===== src/rtl/stopwatch_core.sv =====
// ----------------------------------------------------------------------------
// stopwatch_core
//
// MM:SS stopwatch / countdown timer engine with BCD digit registers.
// An internal prescaler turns CLK_DIV clock cycles into one counted second.
// The engine counts up or down, accepts BCD presets, wraps or saturates at
// full scale (MAX_MIN:59), and can freeze the displayed digits for lap
// readings while the live count keeps running.
//
// Parameters
//   CLK_DIV  clk cycles per counted second (>= 2)
//   MAX_MIN  highest minute value (9..99)
//   WRAP     1 = up-count wraps MAX_MIN:59 -> 00:00, 0 = saturate and flag done
//   DIGIT_W  width of each digit output (>= 4, upper bits are zero)
//
// Ports
//   clk          system clock, all state on the rising edge
//   rst          asynchronous active-low reset
//   paused       1 = hold prescaler and digits
//   down         0 = count up, 1 = count down
//   load         preset strobe; load_min / load_sec are BCD {tens,units}
//   lap          single-cycle pulse toggling the lap display hold
//   min_l/min_r  displayed minutes tens / units digit
//   sec_l/sec_r  displayed seconds tens / units digit
//   sec_tick     one-cycle pulse after each counted second
//   lap_active   1 = displayed digits are frozen
//   done         timer expired (down) or saturated (up, WRAP=0)
//   load_err     one-cycle pulse when a preset is rejected
// ----------------------------------------------------------------------------
module stopwatch_core #(
   parameter int CLK_DIV = 100000000,
   parameter int MAX_MIN = 59,
   parameter int WRAP    = 1,
   parameter int DIGIT_W = 5
) (
   input  logic               clk,
   input  logic               rst,
   input  logic               paused,
   input  logic               down,
   input  logic               load,
   input  logic [7:0]         load_min,
   input  logic [7:0]         load_sec,
   input  logic               lap,
   output logic [DIGIT_W-1:0] min_l,
   output logic [DIGIT_W-1:0] min_r,
   output logic [DIGIT_W-1:0] sec_l,
   output logic [DIGIT_W-1:0] sec_r,
   output logic               sec_tick,
   output logic               lap_active,
   output logic               done,
   output logic               load_err
);

   localparam int PW = (CLK_DIV > 1) ? $clog2(CLK_DIV) : 1;
   localparam logic [PW-1:0] PRESC_LAST = PW'(CLK_DIV - 1);
   localparam logic [3:0]    FULL_MT    = 4'(MAX_MIN / 10);
   localparam logic [3:0]    FULL_MU    = 4'(MAX_MIN % 10);

   // Digit index: 0 = sec units, 1 = sec tens, 2 = min units, 3 = min tens
   logic [PW-1:0] presc_reg;
   logic [3:0]    live_reg [4];
   logic [3:0]    snap_reg [4];
   logic          down_prev_reg;

   logic          running;
   logic          tick;
   logic          preset_ok;
   logic          load_ok;
   logic          load_bad;
   logic [3:0]    preset_dig [4];
   logic [3:0]    step_dig [4];
   logic          step_done;
   logic          at_full;
   logic          at_zero;
   logic          at_one;

   // ------------------------------------------------------------------------
   // Prescaler gating and preset validation
   // ------------------------------------------------------------------------
   always_comb begin
      running   = !paused && !done;
      tick      = running && (presc_reg == PRESC_LAST);

      preset_ok = (load_sec[3:0] <= 4'd9) && (load_sec[7:4] <= 4'd5) &&
                  (load_min[3:0] <= 4'd9) &&
                  ((int'(load_min[7:4]) * 10 + int'(load_min[3:0])) <= MAX_MIN);
      load_ok   = load && preset_ok;
      load_bad  = load && !preset_ok;

      preset_dig[0] = load_sec[3:0];
      preset_dig[1] = load_sec[7:4];
      preset_dig[2] = load_min[3:0];
      preset_dig[3] = load_min[7:4];
   end

   // ------------------------------------------------------------------------
   // One-second step: BCD increment / decrement with full-scale handling
   // ------------------------------------------------------------------------
   always_comb begin
      step_dig  = live_reg;
      step_done = 1'b0;

      at_full = (live_reg[3] == FULL_MT) && (live_reg[2] == FULL_MU) &&
                (live_reg[1] == 4'd5)    && (live_reg[0] == 4'd9);
      at_zero = (live_reg[3] == 4'd0) && (live_reg[2] == 4'd0) &&
                (live_reg[1] == 4'd0) && (live_reg[0] == 4'd0);
      at_one  = (live_reg[3] == 4'd0) && (live_reg[2] == 4'd0) &&
                (live_reg[1] == 4'd0) && (live_reg[0] == 4'd1);

      if (!down) begin
         if (at_full) begin
            if (WRAP != 0) begin
               for (int i = 0; i < 4; i++) step_dig[i] = 4'd0;
            end else begin
               step_done = 1'b1;     // saturate: digits hold
            end
         end else if (live_reg[0] != 4'd9) begin
            step_dig[0] = live_reg[0] + 4'd1;
         end else begin
            step_dig[0] = 4'd0;
            if (live_reg[1] != 4'd5) begin
               step_dig[1] = live_reg[1] + 4'd1;
            end else begin
               step_dig[1] = 4'd0;
               if (live_reg[2] != 4'd9) begin
                  step_dig[2] = live_reg[2] + 4'd1;
               end else begin
                  step_dig[2] = 4'd0;
                  step_dig[3] = live_reg[3] + 4'd1;
               end
            end
         end
      end else begin
         if (at_zero) begin
            step_done = 1'b1;        // never step below 00:00
         end else begin
            step_done = at_one;      // 00:01 -> 00:00 expires on this edge
            if (live_reg[0] != 4'd0) begin
               step_dig[0] = live_reg[0] - 4'd1;
            end else begin
               step_dig[0] = 4'd9;
               if (live_reg[1] != 4'd0) begin
                  step_dig[1] = live_reg[1] - 4'd1;
               end else begin
                  step_dig[1] = 4'd5;
                  if (live_reg[2] != 4'd0) begin
                     step_dig[2] = live_reg[2] - 4'd1;
                  end else begin
                     step_dig[2] = 4'd9;
                     step_dig[3] = live_reg[3] - 4'd1;
                  end
               end
            end
         end
      end
   end

   // ------------------------------------------------------------------------
   // State registers
   // ------------------------------------------------------------------------
   always_ff @(posedge clk or negedge rst) begin
      if (!rst) begin
         presc_reg     <= '0;
         down_prev_reg <= 1'b0;
         sec_tick      <= 1'b0;
         lap_active    <= 1'b0;
         done          <= 1'b0;
         load_err      <= 1'b0;
         for (int i = 0; i < 4; i++) begin
            live_reg[i] <= 4'd0;
            snap_reg[i] <= 4'd0;
         end
      end else begin
         sec_tick      <= 1'b0;
         load_err      <= load_bad;
         down_prev_reg <= down;

         if (load_ok) begin
            // An accepted preset overrides any tick or lap on the same edge
            live_reg   <= preset_dig;
            presc_reg  <= '0;
            done       <= 1'b0;
            lap_active <= 1'b0;
         end else begin
            // A rejected preset leaves counting untouched
            if (running) begin
               presc_reg <= tick ? '0 : presc_reg + PW'(1);
            end

            if (tick) begin
               live_reg <= step_dig;
               sec_tick <= 1'b1;
            end

            // Expiry on this edge wins over a simultaneous direction change
            if (tick && step_done) begin
               done <= 1'b1;
            end else if (down != down_prev_reg) begin
               done <= 1'b0;
            end

            // Snapshot uses the pre-tick digits
            if (lap) begin
               if (!lap_active) begin
                  snap_reg   <= live_reg;
                  lap_active <= 1'b1;
               end else begin
                  lap_active <= 1'b0;
               end
            end
         end
      end
   end

   // ------------------------------------------------------------------------
   // Display mux: frozen snapshot or live count, zero-extended
   // ------------------------------------------------------------------------
   logic [3:0] disp [4];

   genvar gi;
   generate
      for (gi = 0; gi < 4; gi++) begin : g_disp
         assign disp[gi] = lap_active ? snap_reg[gi] : live_reg[gi];
      end
   endgenerate

   assign sec_r = DIGIT_W'(disp[0]);
   assign sec_l = DIGIT_W'(disp[1]);
   assign min_r = DIGIT_W'(disp[2]);
   assign min_l = DIGIT_W'(disp[3]);

endmodule


===== config.mk =====
export PLATFORM = sky130hd
export DESIGN_NAME = stopwatch_core
export DESIGN_NICKNAME = d
export VERILOG_FILES = /design/src/rtl/stopwatch_core.sv
export SDC_FILE = /design/constraint.sdc
export NUM_CORES = 1
export LEC_CHECK = 0
export ABC_AREA = 1
export BUFFER_PORTS_ARGS = -buffer_cell sky130_fd_sc_hd__buf_4
export CAP_MARGIN = 30
export CORE_MARGIN = 4
export CORE_UTILIZATION = 30
export CTS_BUF_LIST = sky130_fd_sc_hd__clkbuf_8
export CTS_CLUSTER_DIAMETER = 60
export DETAILED_ROUTE_END_ITERATION = 12
export SLEW_MARGIN = 10
export SYNTH_ARGS = -nofsm -noshare
export SYNTH_HDL_FRONTEND = slang
export SYNTH_SLANG_ARGS = --single-unit

===== constraint.sdc =====
create_clock -name clk -period 4.85 [get_ports clk]
set_input_delay 0.485 -clock clk [delete_from_list [all_inputs] [get_ports clk]]
set_output_delay 0.485 -clock clk [all_outputs]
set_load 0.005 [all_outputs]

== Word-level counts from Yosys, hierarchy flattened ==
Cells that the tools add are included.

* Mux-type cells: 34
* $lt $le $gt $ge: 4
* Add/sub/neg operators: 10
* $mul: 1
* Bitwise operators: 2
* Reductions and logical operators: 34
* Eq/ne operators: 17

{| class="wikitable"
|+ Operators with widths
! kind !! count
|-
| 2-to-1 mux 27 bit || 3
|-
| 2-to-1 mux 16 bit || 5
|-
| 2-to-1 mux 4 bit || 12
|-
| adder 27 x 1 -> 27 bit (second input constant) || 1
|-
| equality test 27 bit (second input constant) || 1
|-
| 2-to-1 mux 12 bit || 2
|-
| != test 4 bit (second input constant) || 5
|-
| adder 4 x 1 -> 4 bit (second input constant) || 4
|-
| zero test 4 bit || 4
|-
| 2-to-1 mux 8 bit || 2
|-
| subtractor 4 x 1 -> 4 bit (second input constant) || 4
|-
| logical AND 1 bit || 15
|-
| != test 3 bit (second input constant) || 4
|-
| nonzero test 4 bit || 3
|-
| 2-to-1 mux 1 bit || 10
|-
| adder 8 x 4 -> 9 bit || 1
|-
| <= comparator 9 x 6 -> 1 bit (second input constant) || 1
|-
| equality test 4 x 3 -> 1 bit (second input constant) || 2
|-
| equality test 4 bit (second input constant) || 2
|-
| <= comparator 4 bit (second input constant) || 2
|-
| AND reduction 8 bit || 1
|-
| multiplier 4 x 3 -> 7 bit (second input constant) || 1
|-
| AND reduction 6 bit || 1
|-
| nonzero test 2 bit || 3
|-
| 10 further kinds || 13
|}

* Logic and storage cells: 116
* Bits in registers: 64

== Logic depth before layout (Yosys ltp) ==
Gate-level depths: netlist of the first run.

* Depth after elaboration: 9
* Depth in mapped cells: 19

== Worst setup path before layout of the first run ==
Ideal clock, no wire load.

* Path type: input -> register
* Start point: input port load_min[5]
* End point: register live_reg[2] (netlist name)
* Arrival time: 2.738 ns
* Stages on the path: 14
* Path buffers: 1
* Path slack: 1.996 ns
* Required time: 4.733 ns
* Cell sequence: ha_1 > ha_1 > fa_1 > nor3b_1 > a21oi_1 > nor2_1 > nand3_2 > buf_4 > o21ai_2 > inv_1 > nor2_2 > nand2_1 > nand2_1 > nand2_1

* Word-level cells in the longest chain between the ends: 7
* Elaborated cells between the ends (all ways): 15
* Classes of those cells: add/sub (1); mul (1); order compare (1); eq/ne (7); mux (1); reduce/logical (4)

{| class="wikitable"
|+ RTL lines
! element !! RTL line !! source
|-
| start: declaration || 41 || <nowiki>input logic [7:0] load_min,</nowiki>
|-
| multiplier 4 x 3 -> 7 bit * || 86 || <nowiki>((int'(load_min[7:4]) * 10 + int'(load_min[3:0])) <= MAX_MIN);</nowiki>
|-
| adder 8 x 4 -> 9 bit * || 86 ||
|-
| <= comparator 9 x 6 -> 1 bit * || 86 ||
|-
| logical AND 1 bit * || 85 || <nowiki>(load_min[3:0] <= 4'd9) &&</nowiki>
|-
| logical AND 1 bit * || 87 || <nowiki>load_ok = load && preset_ok;</nowiki>
|-
| != test 4 bit (no source line) (tied with other cells) || - ||
|-
| AND reduction 8 bit (no source line) || - ||
|-
| end signal: assignment || 180 || <nowiki>live_reg <= preset_dig;</nowiki>
|-
| end signal: assignment || 191 || <nowiki>live_reg <= step_dig;</nowiki>
|-
| end: declaration || 61 || <nowiki>logic [3:0] live_reg [4];</nowiki>
|}

Mark *: on every way between the ends. The rest lies on a longest branch, timed or not.
A chain may end at the register's enable or synchronous reset.

== Worst setup path in the final report of the first run ==
* Start point: input port load_min[5]
* End point: register live_reg[0] (netlist name)

The elaborated chain is that of the path after synthesis.

==> results of run 1 <==
==> logic make-up (layout without fill, tap and decap cells) <==
kind of cell    Yosys count  in the layout
compound gates          114            114
xor+xnor                 20             20
fa+ha+maj                24             24
buf+inv                  99            130
flops                    64             64
other cells               1              4
simple gates            321            321
==> cell usage after synthesis, drive strengths merged (2+ instances only) <==
| cell type | n | area share |
|---|---|---|
| buf | 15 | 0.022 |
| nor2 | 40 | 0.037 |
| ha | 22 | 0.060 |
| nand4 | 14 | 0.019 |
| xor2 | 15 | 0.029 |
| nor4 | 8 | 0.012 |
| nand2 | 168 | 0.14 |
| a21oi | 19 | 0.021 |
| nand3 | 60 | 0.068 |
| xnor2 | 5 | 0.0096 |
| fa | 2 | 0.0088 |
| clkbuf | 13 | 0.011 |
| a31oi | 2 | 0.0027 |
| dfrtp | 64 | 0.35 |
| nor3 | 27 | 0.031 |
| o31ai | 4 | 0.0066 |
| o211ai | 3 | 0.0049 |
| inv | 71 | 0.058 |
| o21ai | 82 | 0.091 |
==> metal layers <==
metal | routed length (um) | GRT usage | up-vias | share of wire
met5 | 0 | 0 | - | 0
met3 | 606 | 0.0321 | 17 | 0.050
met2 | 5530 | 0.229 | 111 | 0.46
met1 | 5660 | 0.194 | 1941 | 0.47
met4 | 221 | 0.0438 | 0 | 0.018
li1 | - | - | 2177 | -
==> final timing paths <==
| kind | slack (ns) | depth (start not counted) | endpoint |
|---|---|---|---|
| worst max-delay path | 1.60 | 15 | live_reg[0] |
| worst min-delay path | 0.19 | 1 | presc_reg[5] |
| worst max register to register | 2.43 | 10 | presc_reg[18] |
| worst min register to register | 0.49 | 2 | snap_reg[8] |
| max in group asynchronous | 4.09 | 1 | down_prev_reg |
| min in group clk | 0.33 | 2 | lap_active |
==> metrics by stage <==
step	util	instance area [um^2]	total power, uW
CTS	0.354	5210	2030
global route	0.356	5240	2180
detailed placement	0.338	4970	1440
global placement	0.338	4970	1440
finish	0.356	5240	2020
floorplan	-	4570	1230
==> final cells by class <==
cell class,instances,area [um^2],share of cell area
Multi-Input combinational cell,483,2550,0.487
Sequential cell,64,1600,0.306
Timing Repair Buffer,43,343,0.0655
Inverter,71,267,0.0509
Tap cell,184,230,0.0440
Clock buffer,9,124,0.0237
Clock inverter,7,120,0.0229
==> worst max-delay path, stage by stage <==
cell,delay (ns)
buf_4,0.13
ha_1,0.30
ha_1,0.24
fa_1,0.50
nor3b_1,0.18
a21oi_1,0.08
nor2_1,0.19
nand3_2,0.28
buf_4,0.33
nand3_1,0.12
nand2_1,0.14
nor2_8,0.23
nand2_1,0.15
nand2_1,0.09
nand2_1,0.05
==> power by group through the flow <==
stage	Combinational, uW	Sequential (uW)	Clock (uW)
floorplan	489	738	0
global placement	655	789	0
detailed placement	657	788	0
CTS	660	780	590
global route	779	789	609
finish	674	771	572
==> flow_metrics.py, run 1 <==
metrics = {
    "pwr": {
        "clockPowerShare": 0.284,
        "power_switching_uw": 754,
        "power_leakage_uw": 0.00249,
        "vdd_ir_drop_max_v": 0.000130,
        "combPwrFrac": 0.334,
        "intPower_uw": 1260,
        "power_density_nw_per_um2": 385,
        "switching_share": 0.374,
        "power_frac_seq": 0.382,
    },
    "global_routing": {
        "grt_usage": 0.143,
        "antenna_found_initial": 0,
        "grt_pass1_vias": 4018,
        "grt_pass1_wl_mm": 20.3,
        "grt_max_degree": 65,
        "grt_overflow": 0,
    },
    "synthesis": {
        "syn_area_per_cell_um2": 7.09,
        "synthMuxAreaShare": 0,
        "synth-async-reset-ratio": 1.00,
        "ys_ff_latch": 64,
        "synth-edff-count": 0,
        "synthAdderAreaFrac": 0.0692,
        "yosys.area_share.simple": 0.316,
        "synth_compound_area_frac": 0.133,
        "synth_area_um2": 4560,
        "yosysWarnings": 0,
        "synth-seq-area-share": 0.351,
        "synth-xor-area-share": 0.0384,
        "syn-instance-count": 643,
        "synth_top_family_by_area": "simple AND/OR/NAND/NOR gates",
        "yosys.cell_types.count": 41,
        "synthFlopType": "dfrtp_1",
    },
    "detailed_routing": {
        "vias": 4246,
        "drc_errors": 0,
        "routed_wl_mm": 12.0,
        "avgRoutedWirePerCell_um": 14.0,
        "avgViaCountPerCell": 4.93,
        "ant_nets": 0,
        "first_iter_violations": 307,
        "dr.pass1.iters": 5,
    },
    "clock_network": {
        "cts_tree": "yes",
        "clk_path_buf_depth": 2,
        "cts_root_buf": "clkbuf_8",
        "post_cts_buffers": 0,
        "clock-sinks": 64,
        "post_cts_resized": 0,
        "clkSlewWorstSetupHoldPaths_ns": 0.08,
        "clkLatencyLatePin_ns": 0.36,
        "ctsHoldBuffers": 0,
        "cts.htree.levels": 3,
        "cts_buffers": 9,
    },
    "sta": {
        "worst_pin_slew_ns": 0.827,
        "slew_headroom": 0.449,
        "finalMaxSlewViolations": 0,
        "fin_crit_ns": 3.25,
        "rsz0062_at_grt": "no",
        "fin_skew_ns": 0.0137,
        "finalCritPeriodShare": 0.671,
        "hold_violations": 0,
        "layout_setup_ws_ns": 1.60,
        "setup_violations": 0,
        "fin_tns_setup_ns": 0,
        "fmax_mhz": 307,
        "holdWs_ns": 0.193,
    },
    "placement": {
        "dp_slack_ns": 1.21,
        "dpl.cell_count": 844,
        "gp_congestion": 0.875,
        "io_buffers": 41,
        "place_hpwl_mm": 8.98,
    },
    "critical_path": {
        "crit_type": "in -> reg",
        "start_kind": "primary input",
        "end_kind": "flop",
        "required_ns": 5.10,
        "worstSetupStartpoint": "load_min[5]",
        "cp.arrival_ns": 3.51,
        "r2r-start": "presc_reg[1]",
        "crit_fanout": 30,
    },
    "layout": {
        "finalNonFillerCells": 861,
        "syn2layout_area_growth_pct": 14.9,
        "antenna-diode-count": 0,
        "final_cell_mix": "nand2_1, o21ai_0, inv_1",
        "fill_cells": 1538,
        "drive_above_1_share": 0.108,
        "largest_register_ffs": 27,
        "final_common_cell": "nand2_1",
        "nets": 718,
    },
    "floorplan": {
        "floorplan.die_area_um2": 17200,
        "initial_core_util": 0.310,
        "rows": 44,
        "io_pins": 46,
        "die_y_um": 131,
        "core-area_um2": 14700,
        "die_x_um": 131,
    },
    "job": {
        "drv_cap": 0,
    },
    "outcome": {
        "status": "finished clean",
    },
    "min_path": {
        "hold_path_class": "in -> async",
    },
}
Power figures use the tool's default switching activity.
==> run 2: changes to the inputs <==
==> constraint.sdc (replaced) <==
create_clock -name clk -period 2.7 [get_ports clk]
set_input_delay 0.27 -clock clk [delete_from_list [all_inputs] [get_ports clk]]
set_output_delay 0.27 -clock clk [all_outputs]
set_load 0.005 [all_outputs]
==> run 2 against run 1 <==
Net effect: power increased by 67%; die area did not move; sequential cell count unchanged; routed wire length fell by 2.7%; the flow now finishes with violations (hold timing); sequential share of layout area decreased by 0.88 points; first-iteration DRC count down 4.2%; clock power increased by 33%; clock-buffer cell count is 2 higher; register-to-register slack got worse by 2.1 ns; clock skew rose by 0.00060 ns; largest power group unchanged; cell area up 3.0%; critical path type unchanged; highest routed layer unchanged; worst setup slack got worse by 1.3 ns.
==> flow_metrics.py, run 2 (synthesis results as in run 1) <==
metrics = {
    "layout": {
        "largest_register_ffs": 27,
        "final_cell_mix": "nand2_1, o21ai_0, inv_1",
        "final_common_cell": "nand2_1",
        "nets": 745,
        "syn2layout_area_growth_pct": 18.3,
        "finalInstanceArea_um2": 5390,
        "fill_cells": 1575,
        "multi_input_area_um2": 2550,
        "antenna-diode-count": 0,
        "seq_area_um2": 1600,
        "drive_above_1_share": 0.142,
        "final_util": 0.367,
    },
    "pwr": {
        "power_frac_seq": 0.411,
        "switching_share": 0.393,
        "combPwrFrac": 0.364,
        "power_density_nw_per_um2": 626,
        "vdd_ir_drop_max_v": 0.000250,
        "power_switching_uw": 1330,
        "power_leakage_uw": 0.00260,
        "intPower_uw": 2050,
        "clockPowerShare": 0.225,
    },
    "clock_network": {
        "cts_tree": "yes",
        "clkSlewWorstSetupHoldPaths_ns": 0.07,
        "clock-sinks": 64,
        "cts_buffers": 9,
        "clk_path_buf_depth": 2,
        "clkLatencyLatePin_ns": 0.35,
        "cts_root_buf": "clkbuf_8",
        "cts.htree.levels": 3,
    },
    "sta": {
        "fin_crit_ns": 2.45,
        "fmax_mhz": 408,
        "rsz0062_at_grt": "no",
        "slew_headroom": 0.456,
        "hold_violations": 5,
        "holdWs_ns": -0.00163,
        "fin_tns_setup_ns": 0,
        "finalMaxSlewViolations": 0,
        "setup_violations": 0,
        "worst_pin_slew_ns": 0.817,
        "fin_skew_ns": 0.0143,
        "finalCritPeriodShare": 0.907,
    },
    "outcome": {
        "violations": "hold timing",
        "status": "complete, but fails checks",
    },
    "global_routing": {
        "grt_pass1_vias": 4079,
        "grt_overflow": 0,
        "grt_max_degree": 65,
        "antenna_found_initial": 0,
        "grt_pass1_wl_mm": 20.1,
        "grt_usage": 0.139,
    },
    "placement": {
        "io_buffers": 41,
        "place_hpwl_mm": 8.87,
        "placed_area_um2": 5210,
        "gp_congestion": 0.853,
    },
    "critical_path": {
        "end_kind": "flop",
        "cp.arrival_ns": 2.67,
        "start_kind": "primary input",
        "required_ns": 2.92,
        "crit_fanout": 24,
        "crit_path_top_delay_cell": "fa_1",
        "crit_top_cell": "nand2_1",
        "crit_type": "in -> reg",
        "cp_slowest_stage_delay_ns": 0.39,
        "cp_cell_sequence": "buf_4, ha_1, ha_1, fa_1, inv_1, nand2_1, nand2_1, nand3_1, nand2_1, nand2_1, nand2_1, nand2_1, nand3_2, buf_12, buf_4, nand3b_2, buf_12, nand2_1, o21ai_0",
    },
    "floorplan": {
        "core-area_um2": 14700,
        "floorplan.die_area_um2": 17200,
        "die_y_um": 131,
        "die_x_um": 131,
        "io_pins": 46,
        "initial_core_util": 0.310,
        "rows": 44,
    },
    "detailed_routing": {
        "routed_wl_mm": 11.7,
        "dr.pass1.iters": 5,
        "drc_errors": 0,
        "avgViaCountPerCell": 4.84,
        "vias": 4293,
        "first_iter_violations": 294,
        "ant_nets": 0,
        "avgRoutedWirePerCell_um": 13.2,
    },
    "job": {
        "drv_cap": 0,
    },
    "min_path": {
        "hold_path_class": "in -> async",
    },
}
[run 2: cell count changes in the layout (fill, tap and decap cells not counted), sizes merged]
| cell | previous run | this run |
|---|---|---|
| clkbuf | 9 | 11 |
| clkinvlp | 1 | 2 |
| bufinv | 3 | 0 |
| clkinv | 3 | 2 |
| buf | 43 | 70 |
[run 2: area by class of cell]
class / count / area share
clock inverters: 4 / 0.00394
repair buffers: 70 / 0.104
clock buffers: 11 / 0.0281
inverters: 71 / 0.0501
flip-flops and latches: 64 / 0.297
multi-input cells: 483 / 0.474
well taps: 184 / 0.0427
[run 2: final timing paths]
check	from	endpoint	slack [ns]	cells past startpoint
max	load_min[5]	snap_reg[13]	0.25	19
min	rst	presc_reg[2]	-0.002	1
max reg2reg	presc_reg[1]	presc_reg[18]	0.32	10
min reg2reg	snap_reg[8]	snap_reg[8]	0.49	2
max in group asynchronous	rst	snap_reg[14]	2.15	1
min in group clk	lap	lap_active	0.12	2
[run 2: repair_timing]
item | 4_1_cts | 5_1_grt
resized for setup | 0 | 2
setup endpoints to repair | 0 | 11
buffers inserted | 0 | 0
hold buffers | 0 | 0
[run 2: critical path, delay by kind of cell]
kind	cells	cell delay [ns]
buffers and inverters	5	0.68
and+or+nand+nor	10	0.72
adders and majority gates	3	0.91
AOI/OAI and AO/OA	1	0.07
[run 2: metrics by stage]
step / worst slack (ns) / total power, uW / instances
2_1_floorplan: 0.0606 / 2200 / 646
4_1_cts: 0.223 / 3400 / 887
6_report: 0.252 / 3380 / 887
3_5_place_dp: -0.150 / 2630 / 872
3_3_place_gp: -0.123 / 2620 / 872
5_1_grt: 0.0193 / 3660 / 887
[run 2: power by group through the flow]
stage	logic [uW]	clock network [uW]	registers, uW
detailed placement	1230	0	1400
floorplan	879	0	1330
CTS	1240	779	1380
finish	1230	759	1390
global placement	1220	0	1400
global route	1410	820	1420
[run 2: routing by layer]
metal / part of all wire / vias up / GRT usage / wire (um)
met2: 0.46 / 110 / 0.224 / 5330
met3: 0.044 / 17 / 0.0271 / 515
met1: 0.48 / 1938 / 0.189 / 5650
li1: - / 2228 / - / -
met4: 0.017 / 0 / 0.0426 / 201
met5: 0 / - / 0 / 0
==> run 3: changes to the inputs <==
--- a/config.mk
+++ b/config.mk
@@ -8,11 +8,13 @@
 export ABC_AREA = 1
 export BUFFER_PORTS_ARGS = -buffer_cell sky130_fd_sc_hd__buf_4
 export CAP_MARGIN = 30
+export CELL_PAD_IN_SITES_DETAIL_PLACEMENT = 1
+export CELL_PAD_IN_SITES_GLOBAL_PLACEMENT = 1
 export CORE_MARGIN = 4
 export CORE_UTILIZATION = 30
-export CTS_BUF_LIST = sky130_fd_sc_hd__clkbuf_8
 export CTS_CLUSTER_DIAMETER = 60
 export DETAILED_ROUTE_END_ITERATION = 12
+export PLACE_DENSITY_LB_ADDON = 0.1
 export SLEW_MARGIN = 10
 export SYNTH_ARGS = -nofsm -noshare
 export SYNTH_HDL_FRONTEND = slang
==> run 3 against run 2 <==
Net effect: the run now ends clean; cell area rose by 2.9%; clock power rose by 48%; sequential power barely moved; via count rose by 4.5%; clock-buffer cell count rose by 3; non-clock buffer count rose by 1; power rose by 12%; worst setup slack got worse by 0.038 ns; register-to-register slack improved by 0.02 ns; utilization rose by 1.1 points; largest cell class unchanged; largest power group unchanged.
==> flow_metrics.py, run 3 (synthesis results as in run 1) <==
metrics = {
    "global_routing": {
        "grt_overflow": 0,
        "antenna_found_initial": 0,
        "grt_pass1_wl_mm": 24.3,
        "grt_pass1_vias": 4649,
        "grtUsageMet1": 0.238,
        "grt_max_degree": 65,
        "grt_busiest_layer": "met2",
        "grt_use_met2": 0.274,
        "grt_usage": 0.171,
        "grt_use_met3": 0.0329,
    },
    "clock_network": {
        "cts_root_buf": "clkbuf_16",
        "clkLatencyLatePin_ns": 0.34,
        "clock-sinks": 64,
        "cts_buffers": 9,
        "clkSlewWorstSetupHoldPaths_ns": 0.05,
        "cts.htree.levels": 3,
        "clk_path_buf_depth": 2,
        "cts_tree": "yes",
    },
    "job": {
        "drv_cap": 0,
    },
    "detailed_routing": {
        "drc_errors": 0,
        "first_iter_violations": 210,
        "ant_nets": 0,
        "avgViaCountPerCell": 5.06,
        "avgRoutedWirePerCell_um": 16.1,
        "routed_wl_mm": 14.2,
        "vias": 4485,
        "dr.pass1.iters": 4,
    },
    "layout": {
        "drive_above_1_share": 0.141,
        "largest_register_ffs": 27,
        "final_common_cell": "nand2_1",
        "finalNonFillerCells": 887,
        "antenna-diode-count": 0,
        "final_cell_mix": "nand2_1, o21ai_0, inv_1",
        "nets": 746,
        "finalInstanceArea_um2": 5550,
        "syn2layout_area_growth_pct": 21.7,
    },
    "floorplan": {
        "floorplan.die_area_um2": 17200,
        "die_x_um": 131,
        "io_pins": 46,
        "initial_core_util": 0.310,
        "rows": 44,
        "core-area_um2": 14700,
        "die_y_um": 131,
    },
    "critical_path": {
        "required_ns": 2.97,
        "r2r_slack_ns": 0.34,
        "crit_type": "in -> reg",
        "cp_slowest_stage_delay_ns": 0.50,
        "cp.arrival_ns": 2.75,
        "crit_fanout": 11,
        "cp_cell_sequence": "buf_4, ha_1, ha_1, fa_1, nor3b_2, a21oi_1, nor2_2, nand3_2, buf_12, nand2_2, nand2_1, o21ai_0, nand2_1, nor2_1",
        "crit_path_top_delay_cell": "fa_1",
        "start_kind": "primary input",
        "end_kind": "flop",
    },
    "pwr": {
        "finalPower_uw": 3800,
        "power_leakage_uw": 0.00266,
        "vdd_ir_drop_max_v": 0.000337,
        "power_density_nw_per_um2": 684,
    },
    "sta": {
        "setup_violations": 0,
        "finalCritPeriodShare": 0.921,
        "finalMaxSlewViolations": 0,
        "fin_crit_ns": 2.49,
        "hold_violations": 0,
        "fin_skew_ns": 0.00650,
        "slew_headroom": 0.578,
        "fmax_mhz": 402,
        "worst_pin_slew_ns": 0.630,
    },
    "placement": {
        "io_buffers": 41,
        "place_hpwl_mm": 11.0,
        "placed_area_um2": 5210,
        "dpl.cell_count": 870,
        "gp_congestion": 0.885,
    },
    "min_path": {
        "hold_path_class": "in -> reg",
    },
    "outcome": {
        "status": "finished clean",
    },
}
-- run 3: cell types whose count changed in the layout (fill, tap and decap cells not counted), moves of 2 or more --
cell	before	now
clkinvlp_4	2	0
clkbuf_1	0	2
clkinv_2	2	0
clkbuf_16	0	9
buf_4	67	64
clkbuf_8	11	3
-- run 3: area by class of cell --
class                      count  area (um^2)
tap                          184          230
timing repair buffer          71          613
multi-input combinational    483         2560
clock buffer                  14          274
fill                        1845         9150
sequential                    64         1600
inverter                      71          269
-- run 3: repair_timing --
item	4_1_cts	5_1_grt
buffers inserted	0	0
hold endpoints to repair	0	17
hold buffers	0	1
gates resized for setup	0	6
setup endpoints to repair	0	28
-- run 3: path summary, 6_finish.rpt --
check                           endpoint  cells after the start          from
max                        presc_reg[17]                     14   load_min[5]
min                           lap_active                      2           lap
max reg2reg                 live_reg[15]                     11  presc_reg[0]
min reg2reg                  snap_reg[7]                      2   snap_reg[7]
max in group asynchronous    snap_reg[5]                      3           rst
min in group asynchronous  presc_reg[25]                      2           rst
-- run 3: report_power, final --
part | switching [uW] | internal (uW) | total (uW)
logic | 748 | 522 | 1270
registers | 235 | 1170 | 1400
clock network | 437 | 688 | 1120
-- run 3: per-layer routing --
layer | vias up | share of wire
met5 | - | 0
met2 | 44 | 0.46
li1 | 2235 | -
met3 | 9 | 0.024
met1 | 2197 | 0.51
met4 | 0 | 0.0092
-- run 3: stage by stage --
stage / TNS (ns) / setup WS (ns) / hold slack (ns) / util
floorplan: 0 / 0.0606 / -0.0256 / -
global placement: -4.28 / -0.152 / 0.449 / 0.355
detailed placement: -6.35 / -0.201 / 0.459 / 0.355
CTS: 0 / 0.147 / 0.0993 / 0.373
global route: -0.0491 / -0.0137 / 0.134 / 0.378
finish: 0 / 0.214 / 0.139 / 0.378
-- run 3: critical path, delay by kind of cell --
| family | cells | cell delay, ns |
|---|---|---|
| adder cells (fa/ha/maj) | 3 | 1.00 |
| buffers and inverters | 2 | 0.27 |
| AND/OR/NAND/NOR | 7 | 0.92 |
| AO/OA/AOI/OAI | 2 | 0.27 |
